`src/rtl/ex_mem_stage_reg.sv`:
```
// ex_mem_stage_reg: EX->MEM pipeline register with valid/ready handshakes on both sides.
// Latency: one cycle from accept into an empty stage to out_valid_o.
// Backpressure: with EXMEM_SKID_EN a skid entry absorbs one extra beat and in_ready_o is
//   registered; without it, in_ready_o = !out_valid_o || out_ready_i (combinational).
// Build option: define EXMEM_SKID_EN to add the skid entry and the registered in_ready_o.
// Ports:
//   clk_i, rst_i (sync, active-high), flush_i          : clock, reset, pipeline flush
//   in_valid_i / in_ready_o                             : upstream (EX) handshake
//   ctrl_i, alu_result_i, pc_plus_branch_i, reg_data2_i,
//   r_dest_selected_i, jump_left_shifted_two_i          : incoming entry fields
//   out_valid_o / out_ready_i                           : downstream (MEM) handshake
//   ctrl_o, alu_result_o, ... jump_left_shifted_two_o   : registered entry fields
//   stall_count_o                                       : saturating count of stalled cycles
module ex_mem_stage_reg #(
    parameter int DATA_W  = 32,
    parameter int RADDR_W = 5,
    parameter int JUMP_W  = 28,
    parameter int CNT_W   = 16
) (
    input  logic               clk_i,
    input  logic               rst_i,
    input  logic               flush_i,
    input  logic               in_valid_i,
    output logic               in_ready_o,
    input  logic [12:0]        ctrl_i,
    input  logic [DATA_W-1:0]  alu_result_i,
    input  logic [DATA_W-1:0]  pc_plus_branch_i,
    input  logic [DATA_W-1:0]  reg_data2_i,
    input  logic [RADDR_W-1:0] r_dest_selected_i,
    input  logic [JUMP_W-1:0]  jump_left_shifted_two_i,
    output logic               out_valid_o,
    input  logic               out_ready_i,
    output logic [12:0]        ctrl_o,
    output logic [DATA_W-1:0]  alu_result_o,
    output logic [DATA_W-1:0]  pc_plus_branch_o,
    output logic [DATA_W-1:0]  reg_data2_o,
    output logic [RADDR_W-1:0] r_dest_selected_o,
    output logic [JUMP_W-1:0]  jump_left_shifted_two_o,
    output logic [CNT_W-1:0]   stall_count_o
);

    // ctrl layout, MSB first: R_Enable, W_Enable, RegWrite, MemToReg, Zero,
    // BranchSel[3:0], R_Width[1:0], W_Width[1:0]. These bits must read 0 in a bubble
    // so a stale entry can never trigger a memory access, register write or branch.
    localparam logic [12:0] BUBBLE_MASK = 13'b1_1100_1111_0000;
    localparam logic [CNT_W-1:0] STALL_MAX = '1;

    typedef struct packed {
        logic [12:0]        ctrl;
        logic [DATA_W-1:0]  alu;
        logic [DATA_W-1:0]  pcb;
        logic [DATA_W-1:0]  rd2;
        logic [RADDR_W-1:0] rdest;
        logic [JUMP_W-1:0]  jump;
    } entry_t;

    typedef enum logic [1:0] {
        S_EMPTY = 2'd0,
        S_MAIN  = 2'd1,
        S_FULL  = 2'd2
    } state_e;

    state_e           state_q, state_d;
    entry_t           main_q, main_d;
    entry_t           in_entry;
    logic             out_valid;
    logic             accept;
    logic             consume;
    logic [CNT_W-1:0] stall_q;

    assign in_entry  = '{ctrl: ctrl_i, alu: alu_result_i, pcb: pc_plus_branch_i,
                         rd2: reg_data2_i, rdest: r_dest_selected_i,
                         jump: jump_left_shifted_two_i};
    assign out_valid = (state_q != S_EMPTY);
    assign accept    = in_valid_i && in_ready_o;
    assign consume   = out_valid && out_ready_i;

`ifdef EXMEM_SKID_EN
    entry_t skid_q, skid_d;
    logic   in_ready_q;
    // Registered ready keeps out_ready_i off the upstream timing path; the skid
    // entry catches the one beat that arrives after downstream stalls.
    assign in_ready_o = in_ready_q;
`else
    assign in_ready_o = !out_valid || out_ready_i;
`endif

    always_comb begin
        state_d = state_q;
        main_d  = main_q;
`ifdef EXMEM_SKID_EN
        skid_d  = skid_q;
`endif
        case (state_q)
            S_EMPTY: begin
                if (accept) begin
                    main_d  = in_entry;
                    state_d = S_MAIN;
                end
            end
            S_MAIN: begin
                if (consume && accept) begin
                    main_d = in_entry;
                end else if (consume) begin
                    state_d = S_EMPTY;
`ifdef EXMEM_SKID_EN
                end else if (accept) begin
                    skid_d  = in_entry;
                    state_d = S_FULL;
`endif
                end
            end
`ifdef EXMEM_SKID_EN
            S_FULL: begin
                // in_ready_o is 0 here, so only a consume can move things along.
                if (consume) begin
                    main_d  = skid_q;
                    state_d = S_MAIN;
                end
            end
`endif
            default: state_d = S_EMPTY;
        endcase
        // Flush discards held and incoming entries regardless of handshakes.
        if (flush_i) begin
            state_d = S_EMPTY;
        end
    end

    always_ff @(posedge clk_i) begin
        if (rst_i) begin
            state_q <= S_EMPTY;
            main_q  <= '0;
`ifdef EXMEM_SKID_EN
            skid_q     <= '0;
            in_ready_q <= 1'b1;
`endif
        end else begin
            state_q <= state_d;
            main_q  <= main_d;
`ifdef EXMEM_SKID_EN
            skid_q     <= skid_d;
            in_ready_q <= (state_d != S_FULL);
`endif
        end
    end

    // Stall counter saturates and survives flush; only reset clears it.
    always_ff @(posedge clk_i) begin
        if (rst_i) begin
            stall_q <= '0;
        end else if (out_valid && !out_ready_i && (stall_q != STALL_MAX)) begin
            stall_q <= stall_q + CNT_W'(1);
        end
    end

    assign out_valid_o             = out_valid;
    assign ctrl_o                  = out_valid ? main_q.ctrl : (main_q.ctrl & ~BUBBLE_MASK);
    assign alu_result_o            = main_q.alu;
    assign pc_plus_branch_o        = main_q.pcb;
    assign reg_data2_o             = main_q.rd2;
    assign r_dest_selected_o       = main_q.rdest;
    assign jump_left_shifted_two_o = main_q.jump;
    assign stall_count_o           = stall_q;

endmodule

```
`config.mk`:
```
export PLATFORM = sky130hd
export DESIGN_NAME = ex_mem_stage_reg
export DESIGN_NICKNAME = d
export VERILOG_FILES = /design/src/rtl/ex_mem_stage_reg.sv
export SDC_FILE = /design/constraint.sdc
export NUM_CORES = 1
export LEC_CHECK = 0
export CORE_ASPECT_RATIO = 1.2
export CORE_MARGIN = 2
export CORE_UTILIZATION = 45
export CTS_CLUSTER_SIZE = 25
export DETAILED_ROUTE_END_ITERATION = 6
export GPL_ROUTABILITY_DRIVEN = 0
export PLACE_DENSITY = 0.95
export SYNTH_ARGS = -nofsm -noshare
export SYNTH_HDL_FRONTEND = slang
export SYNTH_SLANG_ARGS = --single-unit
```
`constraint.sdc`:
```
create_clock -name clk_i -period 3.2 [get_ports clk_i]
set_input_delay 0.32 -clock clk_i [delete_from_list [all_inputs] [get_ports clk_i]]
set_output_delay 0.32 -clock clk_i [all_outputs]
set_load 0.1 [all_outputs]
```
Word-level counts from Yosys, hierarchy flattened
Cells that the tools add are included.

storage, ports and cells
  memories kept = 0
  bits in registers = 160
  bits in latches = 0
  input bits = 147
  output and inout port bits = 160
  memory bits (writable) = 0
  bits in read-only memories = 0
  word-level logic and storage cells = 37

operators by class
  $mul = 0
  div/mod/pow operators = 0
  magnitude comparators = 0
  eq/ne operators = 6
  muxes and demuxes = 8
  add/subtract/negate cells = 1
  reductions and logical operators = 14
  bitwise logic cells = 0
  shift-type cells = 0

operators with widths
  operator                                       number
  two-way mux 142 bit                            2
  case mux 142 bit (2 select lines)              1
  adder 16 x 1 -> 16 bit, second input constant  1
  != test 16 bit, second input constant          1
  two-way mux 13 bit                             1
  != test 2 bit, second input constant           4
  two-way mux 2 bit                              3
  AND reduction 3 bit                            2
  logical AND 1 bit                              5
  case mux 2 bit (2 select lines)                1
  nonzero test 2 bit                             2
  == test 2 x 1 -> 1 bit, second input constant  1
  zero test 1 bit                                2
  zero test 2 bit                                1
  OR reduction 2 bit                             1
  logical OR 1 bit                               1

Longest topological paths before layout
Gate-level depths: netlist of run 1.

  depth in word-level cells = 7
  gate-level depth with buffers = 8
  mapped depth without buffers = 5

Least setup slack after synthesis of run 1
OpenSTA, ideal clock, no wires.

  path kind = register to register
  start point = register state_q[0]
  end point = register main_q (netlist bit r_dest_selected_o[1])
  cell stages (with the launch flop) = 9
  buffers on the path = 3
  path slack = 0.492 ns
  required time = 3.068 ns
  arrival = 2.576 ns
  setup time = 0.132 ns
  period minus slack after synthesis = 2.708 ns
  cells stage by stage = dfxtp_1 and2b_1 inv_1 and2_1 buf_2 buf_2 buf_2 nand2_1 a21oi_1

between the ends
  longest elaborated chain between the ends = 7
  elaborated cells between the ends (all ways) = 13
  those cells by class = eq/ne: 3; mux: 1; reduce/logical: 9

ends and longest elaborated chain
  item                               RTL line  text
  from (decl)                        63        state_e state_q, state_d;
  from (signal assigned)             139       state_q <= state_d;
  nonzero test 2 bit (*)             74        assign out_valid = (state_q != S_EMPTY);
  zero test 1 bit (*)                85        assign in_ready_o = !out_valid || out_ready_i;
  logical OR 1 bit (*)               85
  named net in_ready_o               24        output logic in_ready_o,
  logical AND 1 bit (*)              75        assign accept = in_valid_i && in_ready_o;
  logical AND 1 bit                  102       if (consume && accept) begin
  != test 2 bit (no line)            --
  AND reduction 3 bit (no line) (*)  --
  to (signal assigned)               140       main_q <= main_d;
  to (decl)                          64        entry_t main_q, main_d;

Mark *: on every way through the listed nets, which the timed path passes. The rest lies on a longest branch.
A chain may end at the register's enable or synchronous reset.

Worst setup path after layout of run 1
  start point = register stall_q[5] (netlist: stall_count_o[5])
  end point = output stall_count_o[5]

RTL lines
  item                    RTL line  text
  from (decl)             69        logic [CNT_W-1:0] stall_q;
  from (signal assigned)  153       stall_q <= stall_q + CNT_W'(1);
  to (decl)               39        output logic [CNT_W-1:0] stall_count_o

No word-level cell between the ends.

==> results of run 1 <==
kinds of logic after synthesis:
family          count (synthesis)  synth area share, %
fa+ha+maj                       1               0.1841
simple gates                  350                21.64
buf+inv                       189                18.27
flops                         159                46.84
mux                             6               0.9574
compound gates                161                12.12
layout by cell type (no fill, tap or decap), types with 2 or more instances in the layout:
cell / instances
sky130_fd_sc_hd__inv_1: 3
sky130_fd_sc_hd__and3_1: 2
sky130_fd_sc_hd__clkinvlp_4: 4
sky130_fd_sc_hd__and2_1: 9
sky130_fd_sc_hd__or3_1: 2
sky130_fd_sc_hd__mux2_2: 4
sky130_fd_sc_hd__nor2_1: 7
sky130_fd_sc_hd__nand2_1: 288
sky130_fd_sc_hd__clkbuf_16: 17
sky130_fd_sc_hd__o21ai_0: 4
sky130_fd_sc_hd__a31oi_1: 2
sky130_fd_sc_hd__or4_1: 2
sky130_fd_sc_hd__clkdlybuf4s50_1: 292
sky130_fd_sc_hd__buf_12: 4
sky130_fd_sc_hd__buf_4: 16
sky130_fd_sc_hd__clkinv_2: 3
sky130_fd_sc_hd__dfxtp_1: 159
sky130_fd_sc_hd__nor3_1: 9
sky130_fd_sc_hd__nor2b_1: 4
sky130_fd_sc_hd__and4b_1: 2
sky130_fd_sc_hd__nand2b_1: 2
sky130_fd_sc_hd__nand3_1: 4
sky130_fd_sc_hd__mux2i_1: 2
sky130_fd_sc_hd__inv_6: 4
sky130_fd_sc_hd__a311oi_1: 2
sky130_fd_sc_hd__o31ai_1: 2
sky130_fd_sc_hd__nand4_1: 4
sky130_fd_sc_hd__nor4_1: 5
sky130_fd_sc_hd__a21oi_1: 150
power breakdown:
group          total, W  switching [W]  internal (W)
clock network   0.00191       0.000818       0.00109
registers       0.00214      0.0000532       0.00208
logic           0.00135       0.000967      0.000388
worst max-delay path by stage:
| stage | start | endpoint | slack, ps | cells past startpoint |
|---|---|---|---|---|
| detailed placement | out_ready_i | pc_plus_branch_o[20]$_SDFFE_PP0P_ | 780 | 7 |
| global route | stall_count_o[5]$_SDFFE_PP0P_ | stall_count_o[5] | 720 | 1 |
| floorplan | state_q[0]$_SDFFE_PP0P_ | r_dest_selected_o[1]$_SDFFE_PP0P_ | 490 | 8 |
| finish | stall_count_o[5]$_SDFFE_PP0P_ | stall_count_o[5] | 780 | 1 |
| global placement | out_ready_i | pc_plus_branch_o[13]$_SDFFE_PP0P_ | 890 | 7 |
| CTS | stall_count_o[5]$_SDFFE_PP0P_ | stall_count_o[5] | 770 | 1 |
final cells by class:
type / count / area [sq um]
Fill cell: 1146 / 5391
Sequential cell: 159 / 3183
Timing Repair Buffer: 312 / 3123
Multi-Input combinational cell: 518 / 2381
Clock buffer: 19 / 442.9
Tap cell: 204 / 255.2
Clock inverter: 12 / 110.1
Inverter: 3 / 11.26
flip-flops by register name (all words and copies together) (netlist names):
name	flops
alu_result_o	32
reg_data2_o	32
state_q	1
jump_left_shifted_two_o	28
stall_count_o	16
pc_plus_branch_o	32
r_dest_selected_o	5
main_q	13
metal layers:
| metal | wire length (microns) | part of all wire (%) | global-route usage [%] |
|---|---|---|---|
| met1 | 6742 | 37 | 22.39 |
| met2 | 8927 | 49 | 38.81 |
| met3 | 2024 | 11 | 10.27 |
| met4 | 453 | 2.5 | 8.897 |
| met5 | 0 | 0 | 0 |
stage by stage:
step / setup WS [ps] / instance area, sq um / hold slack (ps)
2_1_floorplan: 491.8 / 6795 / 399.3
3_3_place_gp: 888.3 / 8954 / 437.0
3_5_place_dp: 777.6 / 8954 / 443.6
4_1_cts: 767.6 / 9507 / 260.2
5_1_grt: 723.6 / 9507 / 291.9
6_report: 777.4 / 9507 / 276.4
==> flow_summary.json, run 1 <==
{
  "sequential_fraction_of_the_synthesis_area_pct": 46.84,
  "report.final.setup_viol": 0,
  "max_clock_freq_mhz": 412.8,
  "ir_drop_v": 0.0003551,
  "yosys.area.top_type_share_pct": 46.84,
  "hold_path_end": "stall_count_o[10]$_SDFFE_PP0P_",
  "drive_above_1_share_pct": 5.865,
  "floorplan.io_pins": 307,
  "synthesis.instances": 866,
  "detail_route.wl_per_cell_microns": 14.79,
  "maximum_fanout_along_the_worst_path": 7,
  "cts_max_path_buffers": 2,
  "wire_length_of_the_first_global_routing_pass_mm": 28.10,
  "timing.reg2reg.worst_path_depth": 6,
  "post-route-min-period_ps": 2423,
  "cts_resized": 0,
  "cts_root_buf": "sky130_fd_sc_hd__clkbuf_16",
  "grt_overflow": 0,
  "critPathSlowestCell": "sky130_fd_sc_hd__clkdlybuf4s50_1",
  "data_required_time_of_the_critical_path_ps": 2880,
  "postCtsHoldBufs": 0,
  "die_h_microns": 138.6,
  "worstPathCellList": "clkdlybuf4s50_1",
  "most_common_cell_in_the_synthesized_netlist": "sky130_fd_sc_hd__nand2_1",
  "crit_family": "buffers and inverters",
  "worst-slew-pin-transition_ps": 1023,
  "post_detailed_route_via_to_cell_ratio": 4.899,
  "final_slew_violations": 0,
  "cellLeakagePower_nw": 3.565,
  "period_share_pct": 75.71,
  "avgSynthCellArea_sq_um": 7.847,
  "finish.net_count": 1159,
  "worst_setup_path_start_kind": "flop",
  "yosys-top-cells-count": "sky130_fd_sc_hd__nand2_1 (289), sky130_fd_sc_hd__dfxtp_1 (159), sky130_fd_sc_hd__a21oi_1 (150)",
  "hp-start": "rst_i",
  "dr_total_vias": 6011,
  "total_power_consumption_of_the_routed_design_w": 0.005401,
  "setup_clock_skew_after_layout_ps": 13.07,
  "synth-seq-cells": 159,
  "initialDrtViolationCount": 361,
  "timing.hold.worst.class": "input port to flop",
  "clk_pin_slew_worst_paths_ps": 60,
  "async_reset_ff_share_pct": 0,
  "hpwl_mm": 13.08,
  "grt_max_degree": 79,
  "first_global_vias": 5874,
  "synth_area_leaders": "sky130_fd_sc_hd__dfxtp_1 (47%), sky130_fd_sc_hd__nand2_1 (16%), sky130_fd_sc_hd__buf_4 (15%), sky130_fd_sc_hd__a21oi_1 (11%), sky130_fd_sc_hd__clkbuf_1 (1.7%)",
  "synth.yosys.warnings": 0,
  "route.detailed.drc": 0,
  "final_util_pct": 63.81,
  "final_antenna_net_count": 0,
  "syn_area_sq_um": 6795,
  "starting_density_of_the_core_pct": 45.61,
  "post_synth_num_cell_types": 35,
  "route.final.wire_length_mm": 18.15,
  "cts_setup_buffers": 0,
  "cts.sinks": 159,
  "outcome": "finished clean",
  "synth_enable_flop_cells": 0,
  "insertedDiodeCount": 0,
  "numCtsBuffers": 17,
  "max_cap_viol_count": 0,
  "worstPathArrival_ps": 2100,
  "core_area_sq_um": 14900,
  "worst-setup-path-type": "flop to output pin",
  "synth_flop_cell": "sky130_fd_sc_hd__dfxtp_1",
  "synth_nets": 1014,
  "r2r_slack_ps": 1000,
  "die_area_sq_um": 16100,
  "final-hold-violation-count": 0,
  "num_rows": 49,
  "setup.worst_path.end_class": "output pin",
  "clock_tree_from_tritoncts": "done",
  "critPathBufInv": 1,
  "detail_route.first_pass.iterations": 7,
  "finish.cell_count_without_fillers": 1227,
  "hold-path-cell-count": 2,
  "crit_path_max_incr_delay_ps": 1190,
  "dp_cells": 1196,
  "ctsHtreeMaxLevel": 4,
  "area_growth_pct": 39.90,
  "slew-limit-headroom_pct": 31.56,
  "critical_path.reg2reg.endpoint": "pc_plus_branch_o[17]$_SDFFE_PP0P_",
  "p_per_area_nw_per_um2": 568.1,
  "gr-usage-all-layers_pct": 22.12,
  "die-width_microns": 116.2,
  "grt_antenna_before_repair": 0,
  "port_buffers": 306,
  "rsz0062_at_grt": "no",
  "synthDominantAreaCellType": "sky130_fd_sc_hd__dfxtp_1",
  "final.setup.tns_ps": 0,
  "insertion_delay_ps": 420,
  "worstReg2RegStart": "state_q[0]$_SDFFE_PP0P_"
}
No activity file was read; power rests on OpenSTA's default activity.
==> run 2: changes to the inputs <==
CORE_UTILIZATION = 38   (was 45)
PLACE_DENSITY = 0.89   (was 0.95)
clock period = 1.99 ns   (was 3.2 ns; I/O delays follow)
==> run 2 against run 1 <==
  * Die area grew 18%
  * Total power is 62% higher
  * Routed wire length down 2.7%
  * Sequential power grew 60%
  * Largest power group unchanged
  * Highest routed layer unchanged
==> flow_summary.json, run 2 (synthesized netlist as in run 1, its figures left out) <==
{
  "outcome": "finished clean",
  "num_rows": 53,
  "power.combinational.fraction_pct": 24.5,
  "timing.hold.worst.class": "input port to flop",
  "period_share_pct": 88.87,
  "worst_setup_path_start_kind": "flop",
  "max_clock_freq_mhz": 565.4,
  "grt_overflow": 0,
  "power.internal_w": 0.005764,
  "setup.worst_path.end_class": "flop",
  "rsz0062_at_grt": "no",
  "die_area_sq_um": 18970,
  "clock_power_share_pct": 36.2,
  "data_required_time_of_the_critical_path_ps": 2290,
  "die_h_microns": 150.5,
  "most-common-layout-cells": "sky130_fd_sc_hd__nand2_1 (288), sky130_fd_sc_hd__buf_4 (173), sky130_fd_sc_hd__a21oi_1 (150)",
  "setup_slack_ps": 221.4,
  "sw_ratio_pct": 33.93,
  "route.final.wire_length_mm": 17.66,
  "cts_resized": 0,
  "num-fill-cells": 1597,
  "starting_density_of_the_core_pct": 38.82,
  "grt_antenna_before_repair": 0,
  "final_slew_violations": 0,
  "route.detailed.drc": 0,
  "power_switching_w": 0.002960,
  "max_cap_viol_count": 0,
  "floorplan.io_pins": 307,
  "worst-slew-pin-transition_ps": 565.8,
  "core_area_sq_um": 17510,
  "insertion_delay_ps": 420,
  "p_per_area_nw_per_um2": 934.9,
  "area_growth_pct": 37.32,
  "cellLeakagePower_nw": 3.919,
  "cts_root_buf": "sky130_fd_sc_hd__clkbuf_16",
  "final-hold-violation-count": 0,
  "cts_max_path_buffers": 2,
  "finish.net_count": 1171,
  "grt_max_degree": 74,
  "ctsHtreeMaxLevel": 4,
  "cts_setup_buffers": 0,
  "wire_length_of_the_first_global_routing_pass_mm": 27.72,
  "drive_above_1_share_pct": 23.17,
  "fin_area_sq_um": 9331,
  "worstPathArrival_ps": 2070,
  "report.final.setup_viol": 0,
  "final_util_pct": 53.30,
  "final_antenna_net_count": 0,
  "post-route-min-period_ps": 1769,
  "worst-setup-path-type": "flop to flop",
  "postCtsHoldBufs": 0,
  "dp_cells": 1224,
  "post_detailed_route_via_to_cell_ratio": 4.784,
  "dr_total_vias": 6009,
  "slew-limit-headroom_pct": 62.28,
  "first_global_vias": 5566,
  "final.setup.tns_ps": 0,
  "hpwl_mm": 12.79,
  "die-width_microns": 126.1,
  "finish.cell_count_without_fillers": 1256,
  "setup_clock_skew_after_layout_ps": 6.429,
  "maximum_fanout_along_the_worst_path": 8,
  "ir_drop_v": 0.0004919,
  "detail_route.first_pass.iterations": 5,
  "gr-usage-all-layers_pct": 18.20,
  "cts.sinks": 159,
  "clk_pin_slew_worst_paths_ps": 60,
  "pwr-share-seq_pct": 39.3,
  "clock_tree_from_tritoncts": "done",
  "port_buffers": 306,
  "insertedDiodeCount": 0,
  "detail_route.wl_per_cell_microns": 14.06,
  "place_worst_setup_slack_ps": 51.71,
  "final_common_cell": "sky130_fd_sc_hd__nand2_1",
  "placement.cell_area_sq_um": 8757,
  "numCtsBuffers": 17,
  "initialDrtViolationCount": 310
}
==> run 2: cell types whose count changed in the layout (fill, tap and decap cells not counted), sizes merged <==
cell           change
clkdlybuf4s50    -147
clkbuf             +1
buf              +159
clkinv             +1
inv                -1
==> run 2: final timing paths <==
path / startpoint / to / slack (ps) / depth (start not counted)
max: stall_count_o[0]$_SDFFE_PP0P_ / stall_count_o[0]$_SDFFE_PP0P_ / 220 / 5
max reg2reg: stall_count_o[0]$_SDFFE_PP0P_ / stall_count_o[0]$_SDFFE_PP0P_ / 220 / 5
min reg2reg: main_q[140]$_SDFFE_PP0P_ / main_q[140]$_SDFFE_PP0P_ / 450 / 2
min: rst_i / stall_count_o[10]$_SDFFE_PP0P_ / 250 / 2
==> run 2: layout make-up <==
cell class,count,area [sq um],area share (%)
Clock buffer,20,466.7,5.001
Tap cell,220,275.3,2.950
Clock inverter,12,107.6,1.153
Timing Repair Buffer,324,2870,30.76
Multi-Input combinational cell,518,2382,25.53
Sequential cell,159,3214,34.45
Inverter,3,15.01,0.1609
==> run 2: layer usage <==
layer / routed length (microns) / share of wire [%] / track usage (%)
met1: 7083 / 40 / 21.15
met2: 8774 / 50 / 31.10
met3: 1518 / 8.6 / 6.823
met4: 280 / 1.6 / 5.824
met5: 0 / 0 / 0
==> run 2: power by group through the flow <==
stage	Combinational [W]	Sequential (W)	Clock [W]
after floorplan	0.00173	0.00349	0
after global placement	0.00212	0.00349	0
after detailed placement	0.00214	0.00350	0
after CTS	0.00215	0.00343	0.00325
after global routing	0.00223	0.00345	0.00341
final	0.00214	0.00343	0.00316
==> run 2: through the flow <==
stage / power [W] / hold slack [ps]
2_1_floorplan: 0.005220 / 268.4
3_3_place_gp: 0.005619 / 436.8
3_5_place_dp: 0.005647 / 445.7
4_1_cts: 0.008824 / 240.4
5_1_grt: 0.009082 / 278.7
6_report: 0.008724 / 253.4
==> run 2: critical path: stages, from the launching register on <==
cell and delay (ps):
sky130_fd_sc_hd__dfxtp_4 360, sky130_fd_sc_hd__ha_1 340, sky130_fd_sc_hd__nand4_1 190, sky130_fd_sc_hd__nor4_2 300, sky130_fd_sc_hd__nor2_1 160, sky130_fd_sc_hd__mux2_2 300
